[config.mk]
export PLATFORM = sky130hd
export DESIGN_NAME = alu_serial_sequencer
export DESIGN_NICKNAME = d
export VERILOG_FILES = /design/src/rtl/alu_pkg.sv /design/src/rtl/alu_i.sv /design/src/rtl/alu_serial_sequencer.sv
export SDC_FILE = /design/constraint.sdc
export NUM_CORES = 1
export LEC_CHECK = 0
export ABC_CLOCK_PERIOD_IN_PS = 2450
export CORE_ASPECT_RATIO = 0.6
export CORE_MARGIN = 2
export CORE_UTILIZATION = 40
export DETAILED_ROUTE_END_ITERATION = 16
export GPL_ROUTABILITY_DRIVEN = 0
export PLACE_DENSITY = 0.66
export SKIP_LAST_GASP = 1
export SLEW_MARGIN = 20
export SYNTH_ARGS = -nofsm -noshare
export SYNTH_HDL_FRONTEND = slang
export SYNTH_SLANG_ARGS = --single-unit
[constraint.sdc]
create_clock -name clk -period 2.45 [get_ports clk]
set_input_delay 0.49 -clock clk [delete_from_list [all_inputs] [get_ports clk]]
set_output_delay 0.49 -clock clk [all_outputs]
set_load 0.02 [all_outputs]
[src/rtl/alu_pkg.sv]
// Shared opcode, FSM encoding and opcode helpers for the ALU slice and its sequencer.
package alu_pkg;

  localparam logic [3:0] ALU_AND = 4'b0000;
  localparam logic [3:0] ALU_OR  = 4'b0001;
  localparam logic [3:0] ALU_ADD = 4'b0010;
  localparam logic [3:0] ALU_SUB = 4'b0110;
  localparam logic [3:0] ALU_SLT = 4'b0111;
  localparam logic [3:0] ALU_NOR = 4'b1100;

  typedef enum logic [1:0] {
    S_IDLE    = 2'd0,
    S_RUN     = 2'd1,
    S_SLT_FIX = 2'd2,
    S_DONE    = 2'd3
  } state_t;

  // Ops that invert B and inject a carry-in of 1
  function automatic logic is_sub(input logic [3:0] op);
    return (op == ALU_SUB) || (op == ALU_SLT);
  endfunction

  // Ops whose signed overflow is reported
  function automatic logic has_ovf(input logic [3:0] op);
    return (op == ALU_ADD) || (op == ALU_SUB) || (op == ALU_SLT);
  endfunction

endpackage

[src/rtl/alu_i.sv]
// 1-bit ALU slice: logic ops, full add/subtract bit and SLT pass-through of 'less'.
module alu_i
  import alu_pkg::*;
(
  input  logic       a,
  input  logic       b,
  input  logic       cin,
  input  logic       less,
  input  logic [3:0] alu_control,
  output logic       result,
  output logic       cout
);

  logic b_eff;
  logic sum;

  // Adder bit with conditional B inversion, then opcode mux
  always_comb begin
    b_eff  = b ^ is_sub(alu_control);
    sum    = a ^ b_eff ^ cin;
    cout   = (a & b_eff) | (a & cin) | (b_eff & cin);
    result = 1'b0;
    case (alu_control)
      ALU_AND: result = a & b;
      ALU_OR:  result = a | b;
      ALU_ADD: result = sum;
      ALU_SUB: result = sum;
      ALU_SLT: result = less;
      ALU_NOR: result = ~(a | b);
      default: result = 1'b0;
    endcase
  end

endmodule

[src/rtl/alu_serial_sequencer.sv]
// Bit-serial ALU: drives one alu_i slice LSB-first, one bit per clock, with registered results.
module alu_serial_sequencer
  import alu_pkg::*;
#(
  parameter int unsigned WIDTH = 32
) (
  input  logic             clk,
  input  logic             reset,
  input  logic             start,
  input  logic [3:0]       alu_control,
  input  logic [WIDTH-1:0] a,
  input  logic [WIDTH-1:0] b,
  output logic             ready,
  output logic             busy,
  output logic             done,
  output logic [WIDTH-1:0] result,
  output logic             zero,
  output logic             overflow
);

  localparam int unsigned IDX_W = $clog2(WIDTH);
  localparam logic [IDX_W-1:0] IDX_LAST = IDX_W'(WIDTH - 1);

  state_t             state_q, state_d;
  logic [IDX_W-1:0]   idx_q, idx_d;
  logic               carry_q, carry_d;
  logic [WIDTH-1:0]   a_sh_q, a_sh_d;
  logic [WIDTH-1:0]   b_sh_q, b_sh_d;
  logic [WIDTH-1:0]   res_sh_q, res_sh_d;
  logic [3:0]         op_q, op_d;
  logic               ovf_q, ovf_d;
  logic               set_q, set_d;
  logic               ready_q, ready_d;
  logic               busy_q, busy_d;
  logic               done_q, done_d;
  logic [WIDTH-1:0]   result_q, result_d;
  logic               zero_q, zero_d;
  logic               overflow_q, overflow_d;

  logic               sl_res;
  logic               sl_cout;

  alu_i u_slice (
    .a           (a_sh_q[0]),
    .b           (b_sh_q[0]),
    .cin         (carry_q),
    .less        (1'b0),
    .alu_control (op_q),
    .result      (sl_res),
    .cout        (sl_cout)
  );

  // Next-state and registered-output computation
  always_comb begin
    state_d    = state_q;
    idx_d      = idx_q;
    carry_d    = carry_q;
    a_sh_d     = a_sh_q;
    b_sh_d     = b_sh_q;
    res_sh_d   = res_sh_q;
    op_d       = op_q;
    ovf_d      = ovf_q;
    set_d      = set_q;
    done_d     = 1'b0;
    result_d   = result_q;
    zero_d     = zero_q;
    overflow_d = overflow_q;

    case (state_q)
      S_IDLE: begin
        if (start) begin
          a_sh_d  = a;
          b_sh_d  = b;
          op_d    = alu_control;
          idx_d   = '0;
          carry_d = is_sub(alu_control);
          state_d = S_RUN;
        end
      end
      S_RUN: begin
        res_sh_d = {sl_res, res_sh_q[WIDTH-1:1]};
        carry_d  = sl_cout;
        a_sh_d   = a_sh_q >> 1;
        b_sh_d   = b_sh_q >> 1;
        idx_d    = IDX_W'(idx_q + 1'b1);
        if (idx_q == IDX_LAST) begin
          // Overflow from MSB carries; set is the overflow-corrected sign of a-b
          ovf_d   = carry_q ^ sl_cout;
          set_d   = a_sh_q[0] ^ ~b_sh_q[0] ^ carry_q ^ (carry_q ^ sl_cout);
          idx_d   = '0;
          state_d = (op_q == ALU_SLT) ? S_SLT_FIX : S_DONE;
        end
      end
      S_SLT_FIX: begin
        res_sh_d = {{(WIDTH-1){1'b0}}, set_q};
        state_d  = S_DONE;
      end
      S_DONE: begin
        state_d = S_IDLE;
      end
      default: state_d = S_IDLE;
    endcase

    // Result and flags are loaded on entry to DONE so they are valid with the done pulse
    if (state_d == S_DONE) begin
      done_d     = 1'b1;
      result_d   = res_sh_d;
      zero_d     = (res_sh_d == '0);
      overflow_d = has_ovf(op_q) ? ovf_d : 1'b0;
    end

    ready_d = (state_d == S_IDLE);
    busy_d  = (state_d == S_RUN) || (state_d == S_SLT_FIX);
  end

  // State and output registers with synchronous reset
  always_ff @(posedge clk) begin
    if (reset) begin
      state_q    <= S_IDLE;
      idx_q      <= '0;
      carry_q    <= 1'b0;
      a_sh_q     <= '0;
      b_sh_q     <= '0;
      res_sh_q   <= '0;
      op_q       <= '0;
      ovf_q      <= 1'b0;
      set_q      <= 1'b0;
      ready_q    <= 1'b1;
      busy_q     <= 1'b0;
      done_q     <= 1'b0;
      result_q   <= '0;
      zero_q     <= 1'b0;
      overflow_q <= 1'b0;
    end else begin
      state_q    <= state_d;
      idx_q      <= idx_d;
      carry_q    <= carry_d;
      a_sh_q     <= a_sh_d;
      b_sh_q     <= b_sh_d;
      res_sh_q   <= res_sh_d;
      op_q       <= op_d;
      ovf_q      <= ovf_d;
      set_q      <= set_d;
      ready_q    <= ready_d;
      busy_q     <= busy_d;
      done_q     <= done_d;
      result_q   <= result_d;
      zero_q     <= zero_d;
      overflow_q <= overflow_d;
    end
  end

  assign ready    = ready_q;
  assign busy     = busy_q;
  assign done     = done_q;
  assign result   = result_q;
  assign zero     = zero_q;
  assign overflow = overflow_q;

endmodule
Word-level counts from Yosys, hierarchy flattened

Index checks and enable logic that the tools add are counted.

Bits in registers: 147
Input bits: 71
Output and inout bits: 37
Word-level logic and storage cells: 80

$add $sub $neg: 1
Equal/unequal tests: 15
Muxes and demuxes: 19
Bitwise logic cells: 16
Reduce and logical (&&, ||, !) cells: 14

Operators with widths:

| operator                                                              | count |
|---|---|
| 32-bit case mux with 2 select lines                                   | 3 |
| 32-bit two-way mux                                                    | 2 |
| 32-bit logical NOT                                                    | 1 |
| 4-bit by 3-bit equality test with 1-bit output, second input constant | 4 |
| 5-bit two-way mux                                                     | 2 |
| 5-bit case mux with 2 select lines                                    | 1 |
| 2-bit equality test, second input constant                            | 4 |
| 2-bit case mux with 4 select lines                                    | 1 |
| 1-bit bitwise XOR                                                     | 7 |
| 1-bit two-way mux                                                     | 6 |
| 2-bit AND reduction                                                   | 3 |
| 5-bit by 1-bit adder with 5-bit output, second input constant         | 1 |
| 5-bit equality test, second input constant                            | 1 |
| 1-bit logical OR                                                      | 5 |
| 1-bit AND                                                             | 4 |
| 2-bit by 1-bit equality test with 1-bit output, second input constant | 2 |
| 4-bit by 1-bit equality test with 1-bit output, second input constant | 1 |
| 4-bit by 2-bit equality test with 1-bit output, second input constant | 1 |
| 4-bit equality test, second input constant                            | 1 |
| 2-bit logical NOT                                                     | 2 |
| 4-bit logical NOT                                                     | 1 |
| 2-bit two-way mux                                                     | 2 |
| 1-bit case mux with 4 select lines                                    | 1 |
| 1-bit OR                                                              | 3 |
| other kinds (5)                                                       | 6 |

Logic depth before layout (Yosys ltp)

Gate-level depths: netlist (run 1).

Depth in word-level cells: 10
Depth in mapped cells: 13
Depth with buffers taken out: 12

By module

Synthesis (run 1) repeated with hierarchy kept, for this count alone.

Cells, all modules: 678
Area total of the unflattened synthesis: 6288.5 um^2

Modules (own cells, without submodules):

| module               | times used | cells an instance | area an instance (um^2) | seq. area each (um^2) |
|---|---|---|---|---|
| alu_serial_sequencer | 1          | 664               | 6188.4                  | 2942.8 |
| alu_i                | 1          | 14                | 100.1                   | 0.0 |

Worst setup path after synthesis (run 1)

Ideal clock, no wire load.

Kind: reg2reg
Start: register idx_q[0]
End: register result_q[10] (netlist: result[10])
Library setup time: 137 ps
Arrival: 2307 ps
Data required time: 2313 ps
Setup slack: 5 ps
Stages on the path, launching flop included: 13
Buffers on the path: 2
Period minus slack after synthesis: 2445 ps
Cells stage by stage: dfxtp_1 -> ha_1 -> and3_1 -> ha_1 -> o21ai_0 -> a41oi_1 -> o32ai_1 -> inv_1 -> ha_1 -> clkbuf_1 -> clkbuf_1 -> nor2_1 -> a211oi_1

Word-level cells in the longest chain between the ends: 4

RTL lines:

| what                               | line                        | RTL |
|---|---|---|
| start, declared                    | alu_serial_sequencer.sv:25  | `logic [IDX_W-1:0] idx_q, idx_d;` |
| start signal, assigned             | alu_serial_sequencer.sv:136 | `idx_q <= idx_d;` |
| 5-bit equality test                | alu_serial_sequencer.sv:86  | `if (idx_q == IDX_LAST) begin` |
| 2-bit two-way mux                  | alu_serial_sequencer.sv:86  |  |
| 2-bit case mux with 4 select lines | alu_serial_sequencer.sv:69  | `case (state_q)` |
| net state_d[0]                     | alu_serial_sequencer.sv:24  | `state_t state_q, state_d;` |
| 2-bit equality test                | alu_serial_sequencer.sv:105 | `if (state_d == S_DONE) begin` |
| end signal, assigned               | alu_serial_sequencer.sv:147 | `result_q <= result_d;` |
| end, declared                      | alu_serial_sequencer.sv:36  | `logic [WIDTH-1:0] result_q, result_d;` |

The timed path passes the listed nets, and every way through them passes these cells.
A chain may end at the register's enable or synchronous reset.

Final worst setup path (run 1)

Start: register idx_q[1]
End: register result_q[22] (netlist: result[22])

The elaborated chain is that of the path after synthesis.

==> results_dict.tcl, run 1 <==
set metrics [dict create \
    status "complete, no violations" \
    ys_ff_latch 147 \
    async_flop_share_pct 0 \
    synth_edf_count 0 \
    p_seq_share_pct 42.9 \
    syn_area_per_cell_um2 9.48 \
    dieWidth_um 162 \
    ir_drop_v 0.000371 \
    power.leakage_nw 2.93 \
    tightestPinTransition_ns 0.563 \
    clk_path_buf_depth 2 \
    start_util_pct 41.1 \
    p_comb_share_pct 13.5 \
    synth_top_area_share_pct 49.2 \
    power_mw 6.15 \
    start_kind "flip-flop" \
    clock_latency_ns 0.41 \
    hp-class "in2reg" \
    multiInputGateArea_um2 2830 \
    max_freq_ghz 0.427 \
    wl_um 14600 \
    drive_gt1_share_pct 9.18 \
    viasPerCell 5.30 \
    finalNonFillerCells 939 \
    layout.nets 809 \
    synth_ff_type "dfxtp_1" \
    critical_path_class "reg2reg" \
    setup_viol 0 \
    slew_headroom_pct 62.5 \
    final-max-slew-violation-count 0 \
    cts_sinks 147 \
    syn_nets 712 \
    cts_made_buffers 17 \
    drtIter0Drc 408 \
    die_h_um 98.7 \
    area_delta_synth_final_pct 34.4 \
    grt_max_degree 92 \
    finalHoldViolations 0 \
    final.fill_count 1295 \
    drt-pass1-iter-count 5 \
    grt_pass1_wl_um 23800 \
    cts.htree.levels 4 \
    antenna_found_initial 0 \
    seq_area_um2 2950 \
    min_path_cells 2 \
    wire_per_inst_um 15.6 \
    yosysSeqAreaShare_pct 49.2 \
    cts_tree "built" \
    gr-usage-all-layers_pct 18.5 \
    clk_pin_slew_ns 0.06 \
    dieArea_um2 16000 \
    vias 4973 \
    crit_fanout 18 \
    arrival_ns 2.62 \
    min_period_ns 2.34 \
    swShare_pct 25.0 \
    utilization_pct 55.2 \
    portBuffers 107 \
    cts_root_buf "clkbuf_16" \
    syn_inst 631 \
    hpwl_um 9850 \
    row_count 34 \
    period_share_pct 95.6 \
    netSwitchingPower_mw 1.54 \
    required_ns 2.73 \
    drcViolationCount 0 \
    cp-end-kind "flip-flop" \
    fin_skew_ns 0.00936 \
    syn_area_um2 5980 \
    ys_warn_count 0 \
    core-area_um2 14500 \
    overflow 0 \
    boundaryPins 108 \
    diodes 0 \
    clockPowerShare_pct 43.6 \
    yosysTopAreaCell "dfxtp_1" \
    internal_power_mw 4.61 \
    grt_pass1_vias 4718 \
    synth_area_leaders "dfxtp_1, a211oi_1, mux2i_1, nor2_1, a22oi_1" \
    postRouteAntennaNets 0 \
    ys_types 44 \
    cap_violations 0 \
    pwr_density_cell_nw_per_um2 765 \
    dp.cells 904 \
    reg2regPathDepth 12 \
]
path summary, 6_finish.rpt:
kind	startpoint	to	slack, ns
worst max-delay path	idx_q[1]	result[22]	0.11
worst min-delay path	reset	done	0.30
worst max register to register	idx_q[1]	result[22]	0.11
worst min register to register	set_q	set_q	0.46
state kept, by name, indices dropped and copies added (netlist names), 2 cells and up:
| register | flops |
|---|---|
| a_sh_q | 32 |
| b_sh_q | 32 |
| idx_q | 5 |
| op_q | 4 |
| res_sh_q | 32 |
| result | 32 |
| state_q | 2 |
metrics by stage:
stage	TNS [ns]	hold slack, ns	instance area (um^2)	worst slack (ns)
global route	-0.0150	0.292	8040	-0.0150
global placement	0	0.449	7320	0.133
CTS	0	0.286	7930	0.0761
finish	0	0.303	8040	0.108
detailed placement	0	0.453	7320	0.0787
floorplan	0	0.432	5980	0.00541
critical path, cell delays in order (launching register included):
cell and delay (ns):
dfxtp_4 0.37, ha_4 0.13, and3_1 0.16, ha_2 0.19, buf_6 0.12, a41oi_2 0.12
o32ai_2 0.30, inv_1 0.12, ha_4 0.21, buf_12 0.13, clkbuf_16 0.16, nor2_1 0.14
a211oi_1 0.07
routing by layer:
| metal | global-route usage [%] | vias to the layer above | wire length, um |
|---|---|---|---|
| met1 | 27.2 | 2336 | 7620 |
| met5 | 0 | - | 0 |
| met2 | 26.4 | 150 | 5920 |
| li1 | - | 2475 | - |
| met4 | 5.65 | 0 | 149 |
| met3 | 4.71 | 12 | 955 |
power groups by stage:
stage | sequential [mW] | combinational [mW] | clock [mW]
floorplan | 2.67 | 0.551 | 0
CTS | 2.64 | 0.824 | 2.73
detailed placement | 2.69 | 0.818 | 0
finish | 2.64 | 0.832 | 2.68
global route | 2.66 | 0.919 | 2.84
global placement | 2.68 | 0.793 | 0
cells in the mapped netlist (2+ instances only):
master    count
inv_1         9
xnor2_1       2
ha_1          9
a21oi_1      10
nor2b_1       6
a41oi_1       2
nor3_1        4
buf_4         2
buf_2        23
nor4_1        3
nand2_1      12
mux2i_1      66
nor2_1      141
and2_1        2
a22oi_1      33
clkbuf_1     28
nand3_1       7
or4_1         2
dfxtp_1     147
a211oi_1     94
o21ai_0       6
logic make-up after synthesis:
kind of cell / share of synthesized area [%]
DFF: 49.2
adders and majority gates: 2.22
muxes: 11.0
AOI/OAI and AO/OA: 19.5
and+or+nand+nor: 13.1
xor gates and xnor gates: 0.440
buffers and inverters: 4.50
cell usage in the layout (no fill, tap or decap), types with 2 or more instances in the layout:
master	netlist	routed
nor2_1	141	141
o21ai_0	6	5
or4_1	2	2
clkbuf_8	0	2
and2_1	2	2
ha_1	9	5
clkinv_4	0	2
nor2b_1	6	6
dfxtp_1	147	145
nor3_1	4	4
bufinv_16	0	3
inv_1	9	9
a211oi_1	94	94
nor4_1	3	3
a22oi_1	33	33
a21oi_1	10	10
clkbuf_16	0	18
buf_6	0	2
buf_12	0	7
clkdlybuf4s50_1	0	106
nand2_1	12	12
nand3_1	7	7
buf_4	2	15
mux2i_1	66	66
clkinvlp_4	0	4
ha_4	0	3
clkbuf_1	28	2
xnor2_1	2	2
repair_timing:
item	CTS	global route
gates resized for setup	0	14
hold buffers	0	0
endpoints found under the setup margin	0	34
setup buffers	0	2
final cells by class:
class,instances,share of cell area [%]
clock inverters,11,1.88
clock buffers,21,5.73
well taps,198,3.08
repair buffers,131,16.9
flip-flops and latches,147,36.7
inverters,9,0.420
multi-input cells,422,35.3
No activity file was read; power rests on OpenSTA's default activity.
==> inputs of run 2 (changes only) <==
--- a/config.mk
+++ b/config.mk
@@ -5,13 +5,12 @@
 export SDC_FILE = /design/constraint.sdc
 export NUM_CORES = 1
 export LEC_CHECK = 0
-export ABC_CLOCK_PERIOD_IN_PS = 2450
+export ABC_CLOCK_PERIOD_IN_PS = 2500
 export CORE_ASPECT_RATIO = 0.6
 export CORE_MARGIN = 2
 export CORE_UTILIZATION = 40
 export DETAILED_ROUTE_END_ITERATION = 16
 export GPL_ROUTABILITY_DRIVEN = 0
-export PLACE_DENSITY = 0.66
 export SKIP_LAST_GASP = 1
 export SLEW_MARGIN = 20
 export SYNTH_ARGS = -nofsm -noshare
==> constraint.sdc (replaced) <==
create_clock -name clk -period 2.5 [get_ports clk]
set_input_delay 0.5 -clock clk [delete_from_list [all_inputs] [get_ports clk]]
set_output_delay 0.5 -clock clk [all_outputs]
set_load 0.02 [all_outputs]
==> run 2 against run 1 <==
Against the previous run:
- via count shrank 2.6%
- critical endpoint is now zero
- critical path depth is the same
- cell count shrank 0.43%
- global-route usage grew 0.56 points
- sequential power shrank 2%
==> results_dict.tcl, run 2 (synthesis results as in run 1) <==
set metrics [dict create \
    boundaryPins 108 \
    final.fill_count 1318 \
    cts_tree "built" \
    seq_area_um2 2940 \
    reg2reg_to "zero" \
    start_kind "flip-flop" \
    power.leakage_nw 2.89 \
    arrival_ns 2.63 \
    grt_pass1_wl_um 24200 \
    wl_um 14400 \
    cts.hold.buffers_added 0 \
    vias 4846 \
    layout.nets 805 \
    cts_sinks 147 \
    grt_pass1_vias 4697 \
    slew_headroom_pct 52.9 \
    hold_end "set_q" \
    cts.htree.levels 4 \
    final-max-slew-violation-count 0 \
    required_ns 2.81 \
    drive_gt1_share_pct 8.68 \
    r2r-start "idx_q[1]" \
    rsz0062_at_grt "false" \
    pwr_density_cell_nw_per_um2 744 \
    crit_fanout 4 \
    dieWidth_um 162 \
    tightestPinTransition_ns 0.706 \
    multiInputGateArea_um2 2830 \
    max_freq_ghz 0.431 \
    startpoint "idx_q[1]" \
    min_path_cells 2 \
    hp-start "set_q" \
    diodes 0 \
    final_common_cell "dfxtp_1" \
    core-area_um2 14500 \
    viasPerCell 5.18 \
    clock_latency_ns 0.42 \
    area_delta_synth_final_pct 32.3 \
    period_share_pct 92.7 \
    die_h_um 98.7 \
    clk_path_buf_depth 2 \
    reg2regPathDepth 12 \
    cp-end-kind "flip-flop" \
    fin_skew_ns 0.0145 \
    hpwl_um 10000 \
    ir_drop_v 0.000339 \
    min_period_ns 2.32 \
    critical_path_class "reg2reg" \
    drt-pass1-iter-count 4 \
    cts_made_buffers 17 \
    wire_per_inst_um 15.4 \
    finalHoldViolations 0 \
    mostFrequentLayoutCells "dfxtp_1, nor2_1, clkdlybuf4s50_1" \
    setup_viol 0 \
    hp-class "reg2reg" \
    grt_max_degree 74 \
    row_count 34 \
    gr-usage-all-layers_pct 19.0 \
    overflow 0 \
    setup_tns_ns 0 \
    antenna_found_initial 0 \
    dieArea_um2 16000 \
    cap_violations 0 \
    cts_root_buf "clkbuf_16" \
    drtIter0Drc 267 \
    status "complete, no violations" \
    reg2reg_slack_ns 0.18 \
    postRouteAntennaNets 0 \
    start_util_pct 41.1 \
    portBuffers 107 \
    utilization_pct 54.4 \
    clk_pin_slew_ns 0.06 \
    drcViolationCount 0 \
]
## run 2: worst max path at each step
stage | end | slack [ns]
after floorplan | result[10] | 0.06
after global placement | zero | 0.17
after detailed placement | zero | 0.02
after CTS | zero | 0.02
after global routing | zero | 0.01
final | zero | 0.18
## run 2: worst max-delay path: stages (launching register included)
cell and delay [ns]:
dfxtp_2 0.33, ha_2 0.18, and3_4 0.18, ha_4 0.16, o21ai_1 0.13, a41oi_1 0.07
o32ai_2 0.33, inv_1 0.12, ha_4 0.20, nor2b_1 0.14, nand3_1 0.12, nor2_1 0.05
a31o_1 0.20
## run 2: layout make-up
type	count	share of cell area [%]
clock buffer	17	5.38
clock inverter	15	1.99
inverter	9	0.427
multi-input combinational	422	35.7
sequential	147	37.2
tap	198	3.13
timing repair buffer	127	16.1
## run 2: power breakdown
group | internal [mW] | leakage (nW) | switching, mW
registers | 2.49 | 1.20 | 0.0854
logic | 0.384 | 1.40 | 0.415
clock network | 1.41 | 0.282 | 1.09
## run 2: repair_timing
action | CTS | global route
setup buffers | 0 | 0
gates resized for setup | 0 | 11
setup endpoints to repair | 0 | 33
endpoints found under the hold margin | 0 | 0
## run 2: layer usage
metal | vias up | track usage, % | part of all wire [%]
li1 | 2489 | - | -
met4 | 0 | 6.88 | 1.3
met2 | 89 | 27.2 | 41
met3 | 13 | 4.84 | 4.4
met5 | - | 0 | 0
met1 | 2255 | 27.6 | 53
## run 2: per-stage QoR
| stage | worst slack (ns) | total power [mW] | hold WS, ns | instances | instance area [um^2] |
|---|---|---|---|---|---|
| global placement | 0.171 | 3.40 | 0.450 | 903 | 7280 |
| CTS | 0.0248 | 5.95 | 0.463 | 935 | 7870 |
| floorplan | 0.0554 | 3.15 | 0.432 | 631 | 5980 |
| global route | 0.0147 | 6.17 | 0.487 | 935 | 7910 |
| detailed placement | 0.0247 | 3.43 | 0.456 | 903 | 7280 |
| finish | 0.182 | 5.89 | 0.460 | 935 | 7910 |
